### src/rtl/pipelined_adder_n_if.sv
// Handshake bundle for pipelined_adder_n: operand side (in_*) and result side (out_*).
// Optional feature macro: ADDER_OVF_EN adds the signed-overflow signal ovf.
interface pipelined_adder_n_if #(
    parameter int WIDTH = 32
);
    logic             in_valid;
    logic             in_ready;
    logic [WIDTH-1:0] in1;
    logic [WIDTH-1:0] in2;
    logic             cin;
    logic             out_valid;
    logic             out_ready;
    logic [WIDTH-1:0] sum;
    logic             cout;
`ifdef ADDER_OVF_EN
    logic             ovf;
`endif

    // Operand producer and result consumer side.
    modport master (
        output in_valid, in1, in2, cin, out_ready,
        input  in_ready, out_valid, sum, cout
`ifdef ADDER_OVF_EN
        , input ovf
`endif
    );

    // Adder side.
    modport slave (
        input  in_valid, in1, in2, cin, out_ready,
        output in_ready, out_valid, sum, cout
`ifdef ADDER_OVF_EN
        , output ovf
`endif
    );
endinterface

### src/rtl/pipelined_adder_n.sv
// Pipelined ripple-chunk adder: WIDTH-bit add split into WIDTH/CHUNK register stages,
// one CHUNK-bit slice per stage, carry registered between stages. Global-stall
// valid/ready pipeline with one result per cycle and latency WIDTH/CHUNK.
// Optional feature macro: ADDER_OVF_EN adds a registered signed-overflow output ovf.
module pipelined_adder_n #(
    parameter int WIDTH = 32,
    parameter int CHUNK = 8
) (
    input  logic              clk,
    input  logic              rst_n,
    pipelined_adder_n_if.slave bus
);
    localparam int STAGES = WIDTH / CHUNK;

    if ((STAGES < 1) || ((WIDTH % CHUNK) != 0)) begin : g_bad_cfg
        $error("pipelined_adder_n: WIDTH (%0d) must be a positive multiple of CHUNK (%0d)",
               WIDTH, CHUNK);
    end

    // Whole pipeline moves together whenever the output slot is free or being drained.
    logic adv;
    logic out_valid;

    // Values entering stage k: operands, partial sum, carry and valid bit.
    logic [WIDTH-1:0] a_in [STAGES];
    logic [WIDTH-1:0] b_in [STAGES];
    logic [WIDTH-1:0] s_in [STAGES];
    logic             c_in [STAGES];
    logic             v_in [STAGES];

    assign adv           = !out_valid || bus.out_ready;
    assign bus.in_ready  = adv;
    assign bus.out_valid = out_valid;

    assign a_in[0] = bus.in1;
    assign b_in[0] = bus.in2;
    assign s_in[0] = '0;
    assign c_in[0] = bus.cin;
    assign v_in[0] = bus.in_valid && adv;

    for (genvar k = 0; k < STAGES; k++) begin : g_stage
        logic [CHUNK:0]   chunk_sum;
        logic [WIDTH-1:0] s_d;
        logic             c_d;
        logic [WIDTH-1:0] s_q;
        logic             c_q;
        logic             v_q;

        // Add slice k plus incoming carry and splice it into the partial sum.
        always_comb begin
            // NOTE: s_d takes a full default before the slice overwrite, so no latch is inferred;
            // combinational logic uses blocking assignments.
            s_d       = s_in[k];
            chunk_sum = {1'b0, a_in[k][k*CHUNK +: CHUNK]}
                      + {1'b0, b_in[k][k*CHUNK +: CHUNK]}
                      + {{CHUNK{1'b0}}, c_in[k]};
            s_d[k*CHUNK +: CHUNK] = chunk_sum[CHUNK-1:0];
            c_d       = chunk_sum[CHUNK];
        end

        // Stage result register: loads on advance, holds under stall.
        always_ff @(posedge clk or negedge rst_n) begin
            // NOTE: sequential state uses non-blocking assignments so every stage samples
            // its predecessor's pre-edge value.
            if (!rst_n) begin
                s_q <= '0;
                c_q <= 1'b0;
                v_q <= 1'b0;
            end else if (adv) begin
                s_q <= s_d;
                c_q <= c_d;
                v_q <= v_in[k];
            end
        end

        if (k < STAGES - 1) begin : g_fwd
            logic [WIDTH-1:0] a_q;
            logic [WIDTH-1:0] b_q;

            // Carry the operands forward until their upper slices have been consumed.
            always_ff @(posedge clk or negedge rst_n) begin
                // NOTE: operand registers are cleared on reset too, so nothing from before
                // reset can leak into a later result.
                if (!rst_n) begin
                    a_q <= '0;
                    b_q <= '0;
                end else if (adv) begin
                    a_q <= a_in[k];
                    b_q <= b_in[k];
                end
            end

            assign a_in[k+1] = a_q;
            assign b_in[k+1] = b_q;
            assign s_in[k+1] = s_q;
            assign c_in[k+1] = c_q;
            assign v_in[k+1] = v_q;
        end else begin : g_last
            // Lower operand slices are already consumed by earlier stages here.
            logic unused_ops;
            assign unused_ops = ^{a_in[k], b_in[k]};

            assign out_valid = v_q;
            assign bus.sum   = s_q;
            assign bus.cout  = c_q;

`ifdef ADDER_OVF_EN
            logic ovf_d;
            logic ovf_q;

            // Carry into the MSB is a^b^s at that bit; overflow when it differs from carry out.
            assign ovf_d = a_in[k][WIDTH-1] ^ b_in[k][WIDTH-1] ^ s_d[WIDTH-1] ^ c_d;

            // Overflow flag travels with the final sum register.
            always_ff @(posedge clk or negedge rst_n) begin
                if (!rst_n) begin
                    ovf_q <= 1'b0;
                end else if (adv) begin
                    ovf_q <= ovf_d;
                end
            end

            assign bus.ovf = ovf_q;
`endif
        end
    end
endmodule

### src/flat_wrapper.sv
// flat-port wrapper written by rule: the top's interface ports become plain ports
module pipelined_adder_n_flat 
#(
    parameter int WIDTH = 32,
    parameter int CHUNK = 8
)
  (clk, rst_n, bus_in_valid, bus_in1, bus_in2, bus_cin, bus_out_ready, bus_in_ready, bus_out_valid, bus_sum, bus_cout);
  pipelined_adder_n_if #(.WIDTH(WIDTH)) bus_i ();
  input  logic clk;
  input  logic rst_n;
  input wire logic [$bits(bus_i.in_valid)-1:0] bus_in_valid;
  input wire logic [$bits(bus_i.in1)-1:0] bus_in1;
  input wire logic [$bits(bus_i.in2)-1:0] bus_in2;
  input wire logic [$bits(bus_i.cin)-1:0] bus_cin;
  input wire logic [$bits(bus_i.out_ready)-1:0] bus_out_ready;
  output wire logic [$bits(bus_i.in_ready)-1:0] bus_in_ready;
  output wire logic [$bits(bus_i.out_valid)-1:0] bus_out_valid;
  output wire logic [$bits(bus_i.sum)-1:0] bus_sum;
  output wire logic [$bits(bus_i.cout)-1:0] bus_cout;
  assign bus_i.in_valid = bus_in_valid;
  assign bus_i.in1 = bus_in1;
  assign bus_i.in2 = bus_in2;
  assign bus_i.cin = bus_cin;
  assign bus_i.out_ready = bus_out_ready;
  assign bus_in_ready = bus_i.in_ready;
  assign bus_out_valid = bus_i.out_valid;
  assign bus_sum = bus_i.sum;
  assign bus_cout = bus_i.cout;
  pipelined_adder_n #(.WIDTH(WIDTH), .CHUNK(CHUNK)) u_core (.clk(clk), .rst_n(rst_n), .bus(bus_i));
endmodule
### config.mk
export PLATFORM = sky130hd
export DESIGN_NAME = pipelined_adder_n_flat
export DESIGN_NICKNAME = d
export VERILOG_FILES = /design/src/rtl/pipelined_adder_n_if.sv /design/src/rtl/pipelined_adder_n.sv /design/src/flat_wrapper.sv
export SDC_FILE = /design/constraint.sdc
export NUM_CORES = 1
export LEC_CHECK = 0
export ABC_AREA = 1
export BUFFER_PORTS_ARGS = -buffer_cell sky130_fd_sc_hd__buf_2
export CAP_MARGIN = 30
export CORE_MARGIN = 2
export CORE_UTILIZATION = 50
export CTS_BUF_LIST = sky130_fd_sc_hd__clkbuf_16
export CTS_CLUSTER_DIAMETER = 120
export CTS_CLUSTER_SIZE = 20
export DETAILED_ROUTE_END_ITERATION = 10
export PLACE_DENSITY = 0.67
export SYNTH_ARGS = -nofsm -noshare
export SYNTH_HDL_FRONTEND = slang
export SYNTH_SLANG_ARGS = --single-unit
### constraint.sdc
create_clock -name clk -period 2.15 [get_ports clk]
set_input_delay 0.1075 -clock clk [delete_from_list [all_inputs] [get_ports clk]]
set_output_delay 0.1075 -clock clk [all_outputs]
set_load 0.005 [all_outputs]
==> flow_results.org <==
** STA
- Setup total negative slack :: 0 ns
- Slew margin rel. :: 0.524
- Actual slew at the worst max-slew pin :: between 0.7 and 0.8 ns
- The number of endpoints with negative hold slack in the final report is 0.
- Dividing the final minimum period by the clock period gives 0.904.
- The max-slew violation total from the final report is 0.
- Worst path setup slack after routing :: 0.206 ns
- Setup violations remaining at the end of the flow were counted as 0.
- Fmax :: slightly above 500 MHz
- Final worst path period need :: about 2 ns
- Worst clock skew :: 0.0101 ns
- Setup repair after global routing left no endpoint under its margin.

** Synthesis
- Share of synthesized area occupied by flip-flops and latches :: 0.559
- Number of synthesized register bits :: roughly 180
- Top-area cell type share of the netlist area :: 0.559
- Xor/xnor cell area share of the yosys netlist :: 0
- In this run the cell area of the synthesized design comes to between 8000 and 9000 sq um.
- Of the total synthesized cell area, the portion taken by full adders, half adders and majority gates is 0.0619.
- Synthesis produced a netlist whose cell count is a little under 1000.
- Main combinational cell family by area after synthesis :: simple AND/OR/NAND/NOR gates
- Yosys mapped a number of flops with a built-in enable equal to 0.
- Counting distinct cell types in the post-synthesis netlist gives 24.
- The share of the synthesized area in compound gates (AO/OA/AOI/OAI) is 0.0609.
- Of the total synthesized cell area, the portion taken by AND, OR, NAND and NOR gates is 0.256.
- Average cell area after synthesis :: approximately 8.5 sq um
- Yosys top cell by area :: sky130_fd_sc_hd__dfrtp_1
- The number of nets handed over by synthesis was ~1100.
- Portion of netlist area occupied by mux cells :: 0
- Number of warnings issued by yosys :: 0
- sky130_fd_sc_hd__nand2_1 is the most common cell in the netlist.
- Top cells by instance count after synthesis :: sky130_fd_sc_hd__nand2_1 (459), sky130_fd_sc_hd__dfrtp_1 (184), sky130_fd_sc_hd__inv_1 (81)
- For this run, the leading register cell type out of synthesis is sky130_fd_sc_hd__dfrtp_1.
- In the synthesized netlist the async set-or-reset flop fraction comes to 1.00.
- Main area contributors after synthesis :: sky130_fd_sc_hd__dfrtp_1 (56%), sky130_fd_sc_hd__nand2_1 (21%), sky130_fd_sc_hd__ha_1 (4.2%)

** Worst setup path
- STA classifies the critical path endpoint as a register.
- Along the worst path, the maximum fanout reaches 2.
- For the worst setup path, the data arrival time is ~2.2 ns.
- Broken down by cell family, the worst path's largest delay share belongs to adder cells.
- R2r setup slk :: about 0.21 ns
- Type of origin of the critical path :: register
- On the worst path, the slowest cell contributes a delay of ~0.48 ns.
- STA puts the critical path data required time at approximately 2.5 ns.
- By startpoint and endpoint, the worst setup path is classified as register to register.
- Sum of buffers and inverters on the critical path :: 0
- CP Cell Sequence :: fa_1 > fa_1 > nand2_1 > nand3_1 > and2_1 > nor2_1 > o21ai_0
- Library cell contributing the largest single delay on the critical path :: sky130_fd_sc_hd__fa_1
- Critical Path Most Common Cell :: sky130_fd_sc_hd__fa_1

** Run
- Max-cap violations in this run came to 0.

** Clock tree
- Clock net sink count :: around 180
- The clock passes through at most 2 buffers.
- In this run, post-CTS repair resized a total of 0 instances.
- H-tree depth reported by CTS :: 4
- TritonCTS built the clock tree.
- The tree is rooted in a sky130_fd_sc_hd__clkbuf_16.
- Clock latency at the later pin of the worst-skew pair :: 0.42 ns
- Number of buffers created by CTS :: 17
- Number of buffers inserted to repair setup after CTS :: 0
- Clock transition at the register clock pins on the worst setup and hold paths after CTS :: 0.07 ns
- The number of hold buffers added after CTS was 50.

** Floorplanning
- Row generation in the floorplan step produced 46 rows.
- Die Area :: 17500 sq um
- For this configuration, the core starts out at a cell density of 0.515.
- approximately 100 I/O pins were placed.
- The die is between 100 and 150 um wide.
- Core area :: approximately 16000 sq um
- Die Ht :: 132 um

** Global route
- Maximum number of pins on one net before global-route repair :: between 150 and 200
- Overall global routing resource usage :: 0.193
- The first global-routing pass estimated around 28000 um of wire.
- Grt total ovfl :: 0
- The number of antenna violations at the first check in global routing came to 0.
- Vias in the first global route :: 6076

** Route
- Post-DRT Antenna Nets :: 0
- Routed wirelength normalized by instance count :: around 12 um
- Total wire length after detailed routing :: 16200 um
- Residual DRC count :: 0
- For this run, the detailed router's first-pass iteration total came to 4.
- Routed vias/inst :: approximately 4.7
- Number of vias after detailed routing :: around 6300
- The detailed router finished its first iteration with 360 violations.

** Cells and area
- # nets final :: 1221
- Share of final-layout standard cells stronger than drive strength 1 :: 0.133
- Diode count :: 0
- After filler insertion, the fill cell instance count of the layout stands at 1428.
- From synthesis to final layout, the design area changed by 21.6%.

** Power and ir drop
- Highest ir drop seen on vdd :: roughly 1100 uV
- The analysis attributes to cell leakage a power of ~5.4 nW.
- Dividing total power by cell area gives a power density of about 1400 nW/um^2.

** Place
- Placer Congestion :: 0.763
- Port Buffers :: just over 100
- Prior to clock tree synthesis, the placed netlist has a worst setup slack of around 0.22 ns.
- HPWL Detailed :: 10000 um

** Outcome
- Run status :: complete, no violations

** Worst hold path
- The worst hold path belongs to the class input port to register.
[per-layer routing]
metal | vias up | track usage | wire (um)
li1 | 3306 | - | -
met1 | 2909 | 0.258 | 7800
met2 | 110 | 0.324 | 7660
met3 | 13 | 0.0419 | 554
met4 | 0 | 0.0484 | 177
met5 | - | 0 | 0
[state kept, by name, summed over array words and instances, names as in the netlist]
register and cells:
u_core.g_stage.g_fwd.a_q 48, u_core.g_stage.g_fwd.b_q 48, u_core.g_stage.s_q 48, u_core.bus.sum 32
u_core.g_stage.c_q 3, u_core.g_stage.v_q 3, u_core.bus.cout 1, u_core.bus.out_valid 1
[placed cells by master (no fill, tap or decap), drive strengths merged]
cell	Yosys	final
fa	8	8
bufinv	0	2
o21ai	76	76
nor2	20	20
clkinv	0	8
clkbuf	3	18
and2	2	2
dlygate4sd3	0	50
inv	82	84
clkinvlp	0	3
nand3	40	40
a31oi	1	1
or2	7	7
dfrtp	184	184
nand3b	6	6
a211oi	4	4
nand2	459	459
buf	37	112
a21oi	17	17
ha	28	28
[cell type report]
| class | instances | area, sq um | area share |
|---|---|---|---|
| Clock buffer | 17 | 425 | 0.0425 |
| Multi-Input combinational cell | 668 | 3120 | 0.312 |
| Clock inverter | 15 | 136 | 0.0136 |
| Inverter | 82 | 313 | 0.0312 |
| Tap cell | 216 | 270 | 0.0270 |
| Timing Repair Buffer | 163 | 1150 | 0.115 |
| Sequential cell | 184 | 4600 | 0.459 |
[where the power goes]
part	switching, mW	internal (mW)	total [mW]
logic	2.96	1.99	4.95
clock network	1.28	1.69	2.97
registers	0.786	4.97	5.75
total	5.03	8.65	13.7
[worst register-to-register path, cell delays in order (launching register included)]
cell	delay, ns
sky130_fd_sc_hd__dfrtp_1	0.40
sky130_fd_sc_hd__fa_1	0.48
sky130_fd_sc_hd__fa_1	0.40
sky130_fd_sc_hd__nand2_1	0.10
sky130_fd_sc_hd__nand3_1	0.08
sky130_fd_sc_hd__and2_1	0.16
sky130_fd_sc_hd__nor2_1	0.11
sky130_fd_sc_hd__o21ai_0	0.09
[final timing paths]
check | start | endpoint | cells after the start
worst min register to register | u_core.g_stage[0].s_q[5] | u_core.g_stage[1].s_q[5] | 2
max in group asynchronous | rst_n | u_core.g_stage[1].g_fwd.a_q[17] | 3
worst min-delay path | bus_in1[0] | u_core.g_stage[0].s_q[0] | 4
worst max register to register | u_core.g_stage[0].g_fwd.b_q[8] | u_core.g_stage[1].s_q[12] | 7
min in group asynchronous | rst_n | u_core.g_stage[2].g_fwd.b_q[29] | 2
worst max-delay path | u_core.g_stage[0].g_fwd.b_q[8] | u_core.g_stage[1].s_q[12] | 7
[metrics by stage]
stage | instances | instance area, sq um | hold slack (ns) | total power, mW | utilization
6_report | 1345 | 10000 | 0.0385 | 13.7 | 0.626
5_1_grt | 1345 | 10000 | 0.0607 | 14.9 | 0.626
4_1_cts | 1345 | 10000 | 0.0192 | 13.8 | 0.626
3_5_place_dp | 1263 | 8960 | 0.101 | 10.7 | 0.560
3_3_place_gp | 1263 | 8960 | 0.102 | 10.5 | 0.560
2_1_floorplan | 974 | 8240 | -0.188 | 9.27 | -
[logic make-up after synthesis]
group                      after synthesis
and+or+nand+nor                        534
DFF                                    184
buffers and inverters                  122
AOI/OAI and AO/OA                       98
adders and majority gates               36
Power figures use the tool's default switching activity.
